### config.mk
export PLATFORM = sky130hd
export DESIGN_NAME = iter_muldiv_hilo
export DESIGN_NICKNAME = d
export VERILOG_FILES = /design/src/rtl/mdu_pkg.sv /design/src/rtl/mdu_div_core.sv /design/src/rtl/iter_muldiv_hilo.sv
export SDC_FILE = /design/constraint.sdc
export NUM_CORES = 2
export LEC_CHECK = 0
export CAP_MARGIN = 10
export CORE_MARGIN = 5
export CORE_UTILIZATION = 50
export CTS_CLUSTER_DIAMETER = 80
export DETAILED_ROUTE_END_ITERATION = 10
export PLACE_DENSITY_LB_ADDON = 0.3
export RECOVER_POWER = 25
export SYNTH_ARGS = -nofsm -noshare
export SYNTH_HDL_FRONTEND = slang
export SYNTH_SLANG_ARGS = --single-unit
### constraint.sdc
create_clock -name clk -period 12.1 [get_ports clk]
set_clock_uncertainty 0.05 [all_clocks]
set_input_delay 1.815 -clock clk [delete_from_list [all_inputs] [get_ports clk]]
set_output_delay 1.815 -clock clk [all_outputs]
set_load 0.03 [all_outputs]
### src/rtl/mdu_pkg.sv
// Shared encodings for the multiply/divide unit: op codes, FSM states and default width.
package mdu_pkg;

    localparam int unsigned MDU_XLEN = 32;

    localparam logic [2:0] MDU_OP_MULT  = 3'd0;
    localparam logic [2:0] MDU_OP_MULTU = 3'd1;
    localparam logic [2:0] MDU_OP_DIV   = 3'd2;
    localparam logic [2:0] MDU_OP_DIVU  = 3'd3;
    localparam logic [2:0] MDU_OP_MTHI  = 3'd4;
    localparam logic [2:0] MDU_OP_MTLO  = 3'd5;
    localparam logic [2:0] MDU_OP_MADD  = 3'd6;
    localparam logic [2:0] MDU_OP_MSUB  = 3'd7;

    typedef enum logic [1:0] {
        S_IDLE    = 2'd0,
        S_DIV_RUN = 2'd1,
        S_DIV_FIX = 2'd2
    } mdu_state_e;

endpackage

### src/rtl/mdu_div_core.sv
// Radix-2 restoring divider: latches magnitudes and result signs on start, then runs
// one shift-subtract step per cycle for XLEN cycles. Signed results are applied combinationally.
module mdu_div_core #(
    parameter int unsigned XLEN  = 32,
    parameter int unsigned CNT_W = 6
) (
    input  logic            clk,
    input  logic            reset,
    input  logic            start_i,
    input  logic            abort_i,
    input  logic            signed_i,
    input  logic [XLEN-1:0] dividend_i,
    input  logic [XLEN-1:0] divisor_i,
    output logic [XLEN-1:0] quo_o,
    output logic [XLEN-1:0] rem_o,
    output logic            last_step_o
);

    logic [XLEN-1:0]  quo_q, quo_d;
    logic [XLEN-1:0]  rem_q, rem_d;
    logic [XLEN-1:0]  dvs_q, dvs_d;
    logic [CNT_W-1:0] cnt_q, cnt_d;
    logic             active_q, active_d;
    logic             qneg_q, qneg_d;
    logic             rneg_q, rneg_d;

    logic             a_neg, b_neg;
    logic [XLEN-1:0]  a_abs, b_abs;
    logic [XLEN:0]    shifted, diff;

    assign a_neg = signed_i & dividend_i[XLEN-1];
    assign b_neg = signed_i & divisor_i[XLEN-1];
    assign a_abs = a_neg ? -dividend_i : dividend_i;
    assign b_abs = b_neg ? -divisor_i : divisor_i;

    assign shifted = {rem_q, quo_q[XLEN-1]};
    assign diff    = shifted - {1'b0, dvs_q};

    assign last_step_o = active_q && (cnt_q == CNT_W'(XLEN - 1));

    always_comb begin
        quo_d    = quo_q;
        rem_d    = rem_q;
        dvs_d    = dvs_q;
        cnt_d    = cnt_q;
        active_d = active_q;
        qneg_d   = qneg_q;
        rneg_d   = rneg_q;
        if (start_i) begin
            quo_d    = a_abs;
            rem_d    = '0;
            dvs_d    = b_abs;
            cnt_d    = '0;
            active_d = 1'b1;
            // Zero divisor keeps an all-ones quotient unsigned; remainder restores src1.
            qneg_d   = (a_neg ^ b_neg) & (divisor_i != '0);
            rneg_d   = a_neg;
        end else if (abort_i) begin
            active_d = 1'b0;
        end else if (active_q) begin
            if (!diff[XLEN]) begin
                rem_d = diff[XLEN-1:0];
                quo_d = {quo_q[XLEN-2:0], 1'b1};
            end else begin
                rem_d = shifted[XLEN-1:0];
                quo_d = {quo_q[XLEN-2:0], 1'b0};
            end
            cnt_d = cnt_q + 1'b1;
            if (last_step_o) begin
                active_d = 1'b0;
            end
        end
    end

    always_ff @(posedge clk) begin
        if (reset) begin
            quo_q    <= '0;
            rem_q    <= '0;
            dvs_q    <= '0;
            cnt_q    <= '0;
            active_q <= 1'b0;
            qneg_q   <= 1'b0;
            rneg_q   <= 1'b0;
        end else begin
            quo_q    <= quo_d;
            rem_q    <= rem_d;
            dvs_q    <= dvs_d;
            cnt_q    <= cnt_d;
            active_q <= active_d;
            qneg_q   <= qneg_d;
            rneg_q   <= rneg_d;
        end
    end

    assign quo_o = qneg_q ? -quo_q : quo_q;
    assign rem_o = rneg_q ? -rem_q : rem_q;

endmodule

### src/rtl/iter_muldiv_hilo.sv
// HI/LO multiply/divide unit: single-cycle multiply and MT ops, iterative divide.
// Define MDU_MADD_EN to enable the MADD/MSUB accumulate ops (otherwise they are no-ops).
module iter_muldiv_hilo
    import mdu_pkg::*;
#(
    parameter int unsigned XLEN  = MDU_XLEN,
    parameter int unsigned CNT_W = 6
) (
    input  logic            clk,
    input  logic            reset,
    input  logic            req_valid,
    output logic            req_ready,
    input  logic [2:0]      req_op,
    input  logic [XLEN-1:0] req_src1,
    input  logic [XLEN-1:0] req_src2,
    input  logic            flush,
    output logic            busy,
    output logic            done,
    output logic [XLEN-1:0] hi_o,
    output logic [XLEN-1:0] lo_o
);

    mdu_state_e        state_q, state_d;
    logic [XLEN-1:0]   hi_q, hi_d;
    logic [XLEN-1:0]   lo_q, lo_d;
    logic              done_q, done_d;

    logic              accept;
    logic              div_start, div_abort, div_last;
    logic [XLEN-1:0]   div_quo, div_rem;
    logic              mul_signed, sa, sb;
    logic [2*XLEN-1:0] prod;

    assign req_ready = (state_q == S_IDLE);
    assign busy      = (state_q != S_IDLE);
    assign accept    = req_valid & req_ready & ~flush;
    assign div_abort = flush & busy;

    // Sign-extending to 2*XLEN and truncating gives the low 2*XLEN bits of the signed product.
    assign mul_signed = (req_op != MDU_OP_MULTU);
    assign sa         = mul_signed & req_src1[XLEN-1];
    assign sb         = mul_signed & req_src2[XLEN-1];
    assign prod       = {{XLEN{sa}}, req_src1} * {{XLEN{sb}}, req_src2};

    always_comb begin
        state_d   = state_q;
        hi_d      = hi_q;
        lo_d      = lo_q;
        done_d    = 1'b0;
        div_start = 1'b0;
        case (state_q)
            S_IDLE: begin
                if (accept) begin
                    case (req_op)
                        MDU_OP_MULT, MDU_OP_MULTU: {hi_d, lo_d} = prod;
                        MDU_OP_DIV, MDU_OP_DIVU: begin
                            div_start = 1'b1;
                            state_d   = S_DIV_RUN;
                        end
                        MDU_OP_MTHI: hi_d = req_src1;
                        MDU_OP_MTLO: lo_d = req_src1;
`ifdef MDU_MADD_EN
                        MDU_OP_MADD: {hi_d, lo_d} = {hi_q, lo_q} + prod;
                        MDU_OP_MSUB: {hi_d, lo_d} = {hi_q, lo_q} - prod;
`endif
                        default: ;
                    endcase
                end
            end
            S_DIV_RUN: begin
                if (flush) begin
                    state_d = S_IDLE;
                end else if (div_last) begin
                    state_d = S_DIV_FIX;
                end
            end
            S_DIV_FIX: begin
                state_d = S_IDLE;
                if (!flush) begin
                    lo_d   = div_quo;
                    hi_d   = div_rem;
                    done_d = 1'b1;
                end
            end
            default: state_d = S_IDLE;
        endcase
    end

    always_ff @(posedge clk) begin
        if (reset) begin
            state_q <= S_IDLE;
            hi_q    <= '0;
            lo_q    <= '0;
            done_q  <= 1'b0;
        end else begin
            state_q <= state_d;
            hi_q    <= hi_d;
            lo_q    <= lo_d;
            done_q  <= done_d;
        end
    end

    mdu_div_core #(
        .XLEN  (XLEN),
        .CNT_W (CNT_W)
    ) u_div_core (
        .clk         (clk),
        .reset       (reset),
        .start_i     (div_start),
        .abort_i     (div_abort),
        .signed_i    (req_op == MDU_OP_DIV),
        .dividend_i  (req_src1),
        .divisor_i   (req_src2),
        .quo_o       (div_quo),
        .rem_o       (div_rem),
        .last_step_o (div_last)
    );

    assign done = done_q;
    assign hi_o = hi_q;
    assign lo_o = lo_q;

endmodule

# After elaboration in Yosys (flattened, before gate mapping)
# Cells that the tools add are included.
# op_classes
add_sub_neg	6
multipliers	1
n_eq_ne	16
muxes	30
bitwise	12
n_reduce_logical	16
# ops
op	count
$mux 32	12
$pmux 32 s2	4
$neg 32->32	4
$mul 33x33->64	1
$sub 33x32->33	1
$reduce_bool 32->1	1
$mux 1	9
$ne 3x1->1 const B	3
$and 1x1->1	8
$mux 2	4
$reduce_and 4->1	2
$reduce_or 2->1	4
$add 6x1->6 const B	1
$eq 3x2->1 const B	2
$eq 3x3->1 const B	2
$eq 6x5->1 const B	1
$reduce_bool 2->1	3
$ne 2x1->1 const B	2
$ne 2x2->1 const B	2
$pmux 2 s2	1
$reduce_and 2->1	2
$eq 3x1->1 const B	1
$logic_not 3->1	1
$ne 3x3->1 const B	1
other kinds (7)	9
# totals
ff_bits	172
inputBits	71
out_inout_bits	67
wordCells	92

# Depth between registers and ports, before layout
# depth
depth_word	7
depth_mapped	33
mapped_depth_nobuf	29

# Cells and area by module
# A second synthesis with hierarchy kept.
# unflattened
hier_cells	5911
area_unflattened_um2	50353.3
# modules_own_cells
mod	n_inst	cells_per_inst	area_per_inst_um2	seq_area_each_um2
iter_muldiv_hilo	1	4728	41639.9	1341.3
mdu_div_core	1	1183	8713.4	2102.0

# Worst setup path before layout
# No wires, ideal clock.
# synth_timing
kind	input -> register
start	input req_op[0]
end	register hi_q[30] (netlist: hi_o[30])
arrival_ns	10.546
t_required_ns	11.989
setup_slack_ns	1.443
cell_stages	31
cell_sequence	clkbuf_1 or3b_2 clkbuf_1 and2_1 clkbuf_1 nand2_1 inv_1 fa_1 inv_1 fa_1 inv_1 fa_1 fa_1 inv_1 fa_1 inv_1 fa_1 inv_1 fa_1 fa_1 inv_1 ha_1 and3_1 a221o_1 a21o_1 a2111oi_0 a21oi_1 o211ai_1 nor2_1 a2111oi_0 o221a_1
# synth_via
elab_chain_len	6
elab_cells_between_ends	13
cone_classes	mul: 1; eq/ne: 4; mux: 3; bitwise: 2; reduce/logical: 3
# synth_rtl
element	line_no	source
from (decl)	iter_muldiv_hilo.sv:13	input logic [2:0] req_op,
$ne 3x1->1	iter_muldiv_hilo.sv:40	assign mul_signed = (req_op != MDU_OP_MULTU);
$and 1x1->1 (on tied branches)	iter_muldiv_hilo.sv:41, iter_muldiv_hilo.sv:42	
$mul 33x33->64	iter_muldiv_hilo.sv:43	assign prod = {{XLEN{sa}}, req_src1} * {{XLEN{sb}}, req_src2};
$pmux 32 s2	iter_muldiv_hilo.sv:54	case (req_op)
$mux 32	iter_muldiv_hilo.sv:53	if (accept) begin
$pmux 32 s2	iter_muldiv_hilo.sv:51	case (state_q)
to (signal assigned)	iter_muldiv_hilo.sv:97	hi_q <= hi_d;
to (decl)	iter_muldiv_hilo.sv:24	logic [XLEN-1:0] hi_q, hi_d;
# Parallel ways exist; a longest one is shown, timed or not. The select of a mux whose other input is x is not followed.
# A chain may end at the register's enable or synchronous reset.

# Worst setup path in the final report
# layout_timing
start	input req_op[0]
end	register hi_q[31] (netlist: hi_o[31])
# The elaborated chain is that of the path after synthesis.

==> results.md <==
* CP max-delay cell: a2111oi_0
* CP most frequent cell: fa_1
* GRT busiest layer: met2
* Die H at 327 um
* First-pass GRT wire length at 249000 um
* Avg WL per Cell at 22.5 um
* # rows at 116
* HPWL after DPL at 127000 um
* Reg clk slew, reported paths at 0.07 ns
* M2 GR Usage at 0.488
* Nets at 7201
* DP Area at 52300 um2
* Placer Congestion at 0.987
* Antenna Nets Post-Route at 0
* GR Util met3 at 0.0541
* Vias/cell at 5.74
* Clk root buf: clkbuf_16
* Violated checks: capacitance limit, slew limit
* Synth Net Count at 7322
* Worst-Skew Late Latency at 0.45 ns
* TNS Setup at 0 ns
* Slew HR at -1.76
* Part of the Yosys area used for sequential elements at 0.0687
* Outcome: complete, but fails checks
* Layout cells sized above 1 at 0.0385
* Hold crit path type: reg2reg
* Minimum clock period at 11.79 ns
* Maxcap violations at 1
* Ys async rst share at 0
* Drt pass-1 iters at 8
* Via Count at 40556
* Worst EP arrival at 12.08 ns
* Largest net degree at the start of global routing at 87
* Clock Tree Buf Depth at 2
* Initial detailed-routing violation count at 3601
* Filler Cell Count at 9342
* Area Growth Syn to Fin at 5.44%
* Critical Path RT at 12.39 ns
* Area of the multi-input gates at 40700 um2
* Post-CTS Hold Buffers at 0
* Core area at 99900 um2
* Endpoints failing setup at 0
* Critical Path End Type: flop
* Synthesized flop and latch total at 172
* I/O pins at 138
* Cells on Worst Hold Path at 2
* Post-route cell area at 52800 um2
* Fin. Hold Viols at 0
* Main synth FF type: dfxtp_1
* Number of global-route vias before repair at 42342
* CTS resizes at 0
* Startpoint types: primary input
* Crit path max fanout at 13
* Met1 Use GR at 0.403
* Postcts setup bufs at 0
* Gate Count Post-Synth at 5876
* Largest stage delay, worst path at 0.80 ns
* Synthesized cell area at 50100 um2
* R2R depth at 13
* Sequential cell area at 3440 um2
* Final WL at 159000 um
* Fmax at 0.0848 GHz
* Input/output buffers at 137
* Max-slew violation count at 87
* Initial antenna violation count at 15
* Syn Area/Cell at 8.53 um2
* Post-synth EDFFs at 0
* Setup repair after global routing missed its margin: false
* Syn. warnings at 0
* TritonCTS clock tree: built
* Initial Utilization at 0.502
* Crit share post-route at 0.974
* Clock sinks at 172
* Die width at 327 um
* Worst slew pin tran at 4.14 ns
* H-tree depth at 4
* Gr usage total at 0.301
* GR Overflow Total at 0
* Post-synth cell types at 85
* Drt drc at 0
* Num CTS Buffers at 17
* Full die area at 107000 um2
* Crit path kind: in2reg
[cell usage in the layout, fill, tap and decap left out, types with 25 or more instances in the layout]
| cell | netlist | layout |
|---|---|---|
| dfxtp_1 | 172 | 172 |
| fa_1 | 1126 | 1126 |
| mux2i_1 | 31 | 31 |
| nand2_1 | 961 | 960 |
| inv_1 | 1205 | 1205 |
| o31ai_1 | 34 | 34 |
| ha_1 | 249 | 249 |
| clkdlybuf4s50_1 | 0 | 40 |
| and2_1 | 278 | 277 |
| nor3_1 | 39 | 36 |
| a21oi_1 | 234 | 234 |
| xor2_1 | 81 | 81 |
| nor2_1 | 239 | 239 |
| o21ai_0 | 144 | 144 |
| a21o_1 | 48 | 48 |
| dlygate4sd3_1 | 0 | 57 |
| buf_4 | 1 | 106 |
| o211ai_1 | 61 | 61 |
| nand2b_1 | 26 | 25 |
| buf_2 | 9 | 39 |
| a211oi_1 | 77 | 77 |
| xnor2_1 | 128 | 128 |
| and3_1 | 34 | 34 |
| nand3_1 | 38 | 38 |
[Yosys cell counts (all sizes together) (18+ instances only)]
cell	instances	area, um2
inv	1205	4520
fa	1126	22500
nand2	961	3610
clkbuf	291	1120
and2	278	1740
ha	249	3120
nor2	239	897
a21oi	234	1170
dfxtp	172	3440
o21ai	151	759
xnor2	128	1120
buf	94	383
xor2	81	709
a211oi	78	591
o211ai	61	458
a21o	48	360
nor3	40	205
nand3	38	190
o31ai	36	289
and3	34	213
mux2i	31	310
nand2b	26	163
a31oi	22	138
nand4	22	138
nor2b	18	113
[worst max-delay path: cells and delay by family]
family | cells | cell delay (ns)
AOI/OAI and AO/OA | 5 | 2.09
xor gates and xnor gates | 1 | 0.16
and+or+nand+nor | 6 | 2.16
adders and majority gates | 9 | 4.68
buffers and inverters | 8 | 1.15
[flip-flops by register name, summed over array words and instances (netlist names)]
register	count
u_div_core.qneg_q	1
done	1
u_div_core.active_q	1
u_div_core.cnt_q	6
state_q	2
u_div_core.quo_q	32
hi_o	32
u_div_core.rem_q	32
u_div_core.rneg_q	1
u_div_core.dvs_q	32
lo_o	32
[cell type report]
type / instances / area share
inverters: 1205 / 0.0856
clock buffers: 19 / 0.00838
repair buffers: 245 / 0.0376
clock inverters: 13 / 0.00220
well taps: 1298 / 0.0307
multi-input cells: 4114 / 0.770
flip-flops and latches: 172 / 0.0652
diodes: 4 / 0.000189
[per-layer routing]
layer  wire length (um)  share of wire
met3              14800          0.093
met4               8150          0.051
met2              73000           0.46
met5                 39        0.00025
met1              63000           0.40
[through the flow]
stage | setup slack [ns] | instances | util | hold slack [ns]
floorplan | 1.44 | 5876 | - | 0.386
global placement | 0.257 | 7034 | 0.524 | 0.393
detailed placement | 0.104 | 7034 | 0.524 | 0.396
CTS | 0.524 | 7066 | 0.529 | 0.405
global route | 0.00350 | 7068 | 0.529 | 0.422
finish | 0.313 | 7070 | 0.529 | 0.398
[final timing paths]
kind	startpoint	end	slack [ns]
worst max-delay path	req_op[0]	hi_o[31]	0.31
worst min-delay path	lo_o[30]	lo_o[30]	0.40
worst max register to register	u_div_core.rem_q[0]	u_div_core.quo_q[0]	7.96
worst min register to register	lo_o[30]	lo_o[30]	0.40
[cell families (layout without fill, tap and decap cells)]
family / count (synthesis) / after routing / share of synthesized area
AND/OR/NAND/NOR: 1746 / 1746 / 0.159
buffers and inverters: 1590 / 1482 / 0.120
adder cells (fa/ha/maj): 1375 / 1375 / 0.512
AO/OA/AOI/OAI: 751 / 751 / 0.0963
XOR/XNOR: 210 / 210 / 0.0370
flip-flops: 172 / 172 / 0.0687
multiplexers: 32 / 32 / 0.00642
other: 0 / 4 / 0
Power is not shown: default switching activity piles up to over one toggle a cycle in this logic, so the estimate is an artifact.
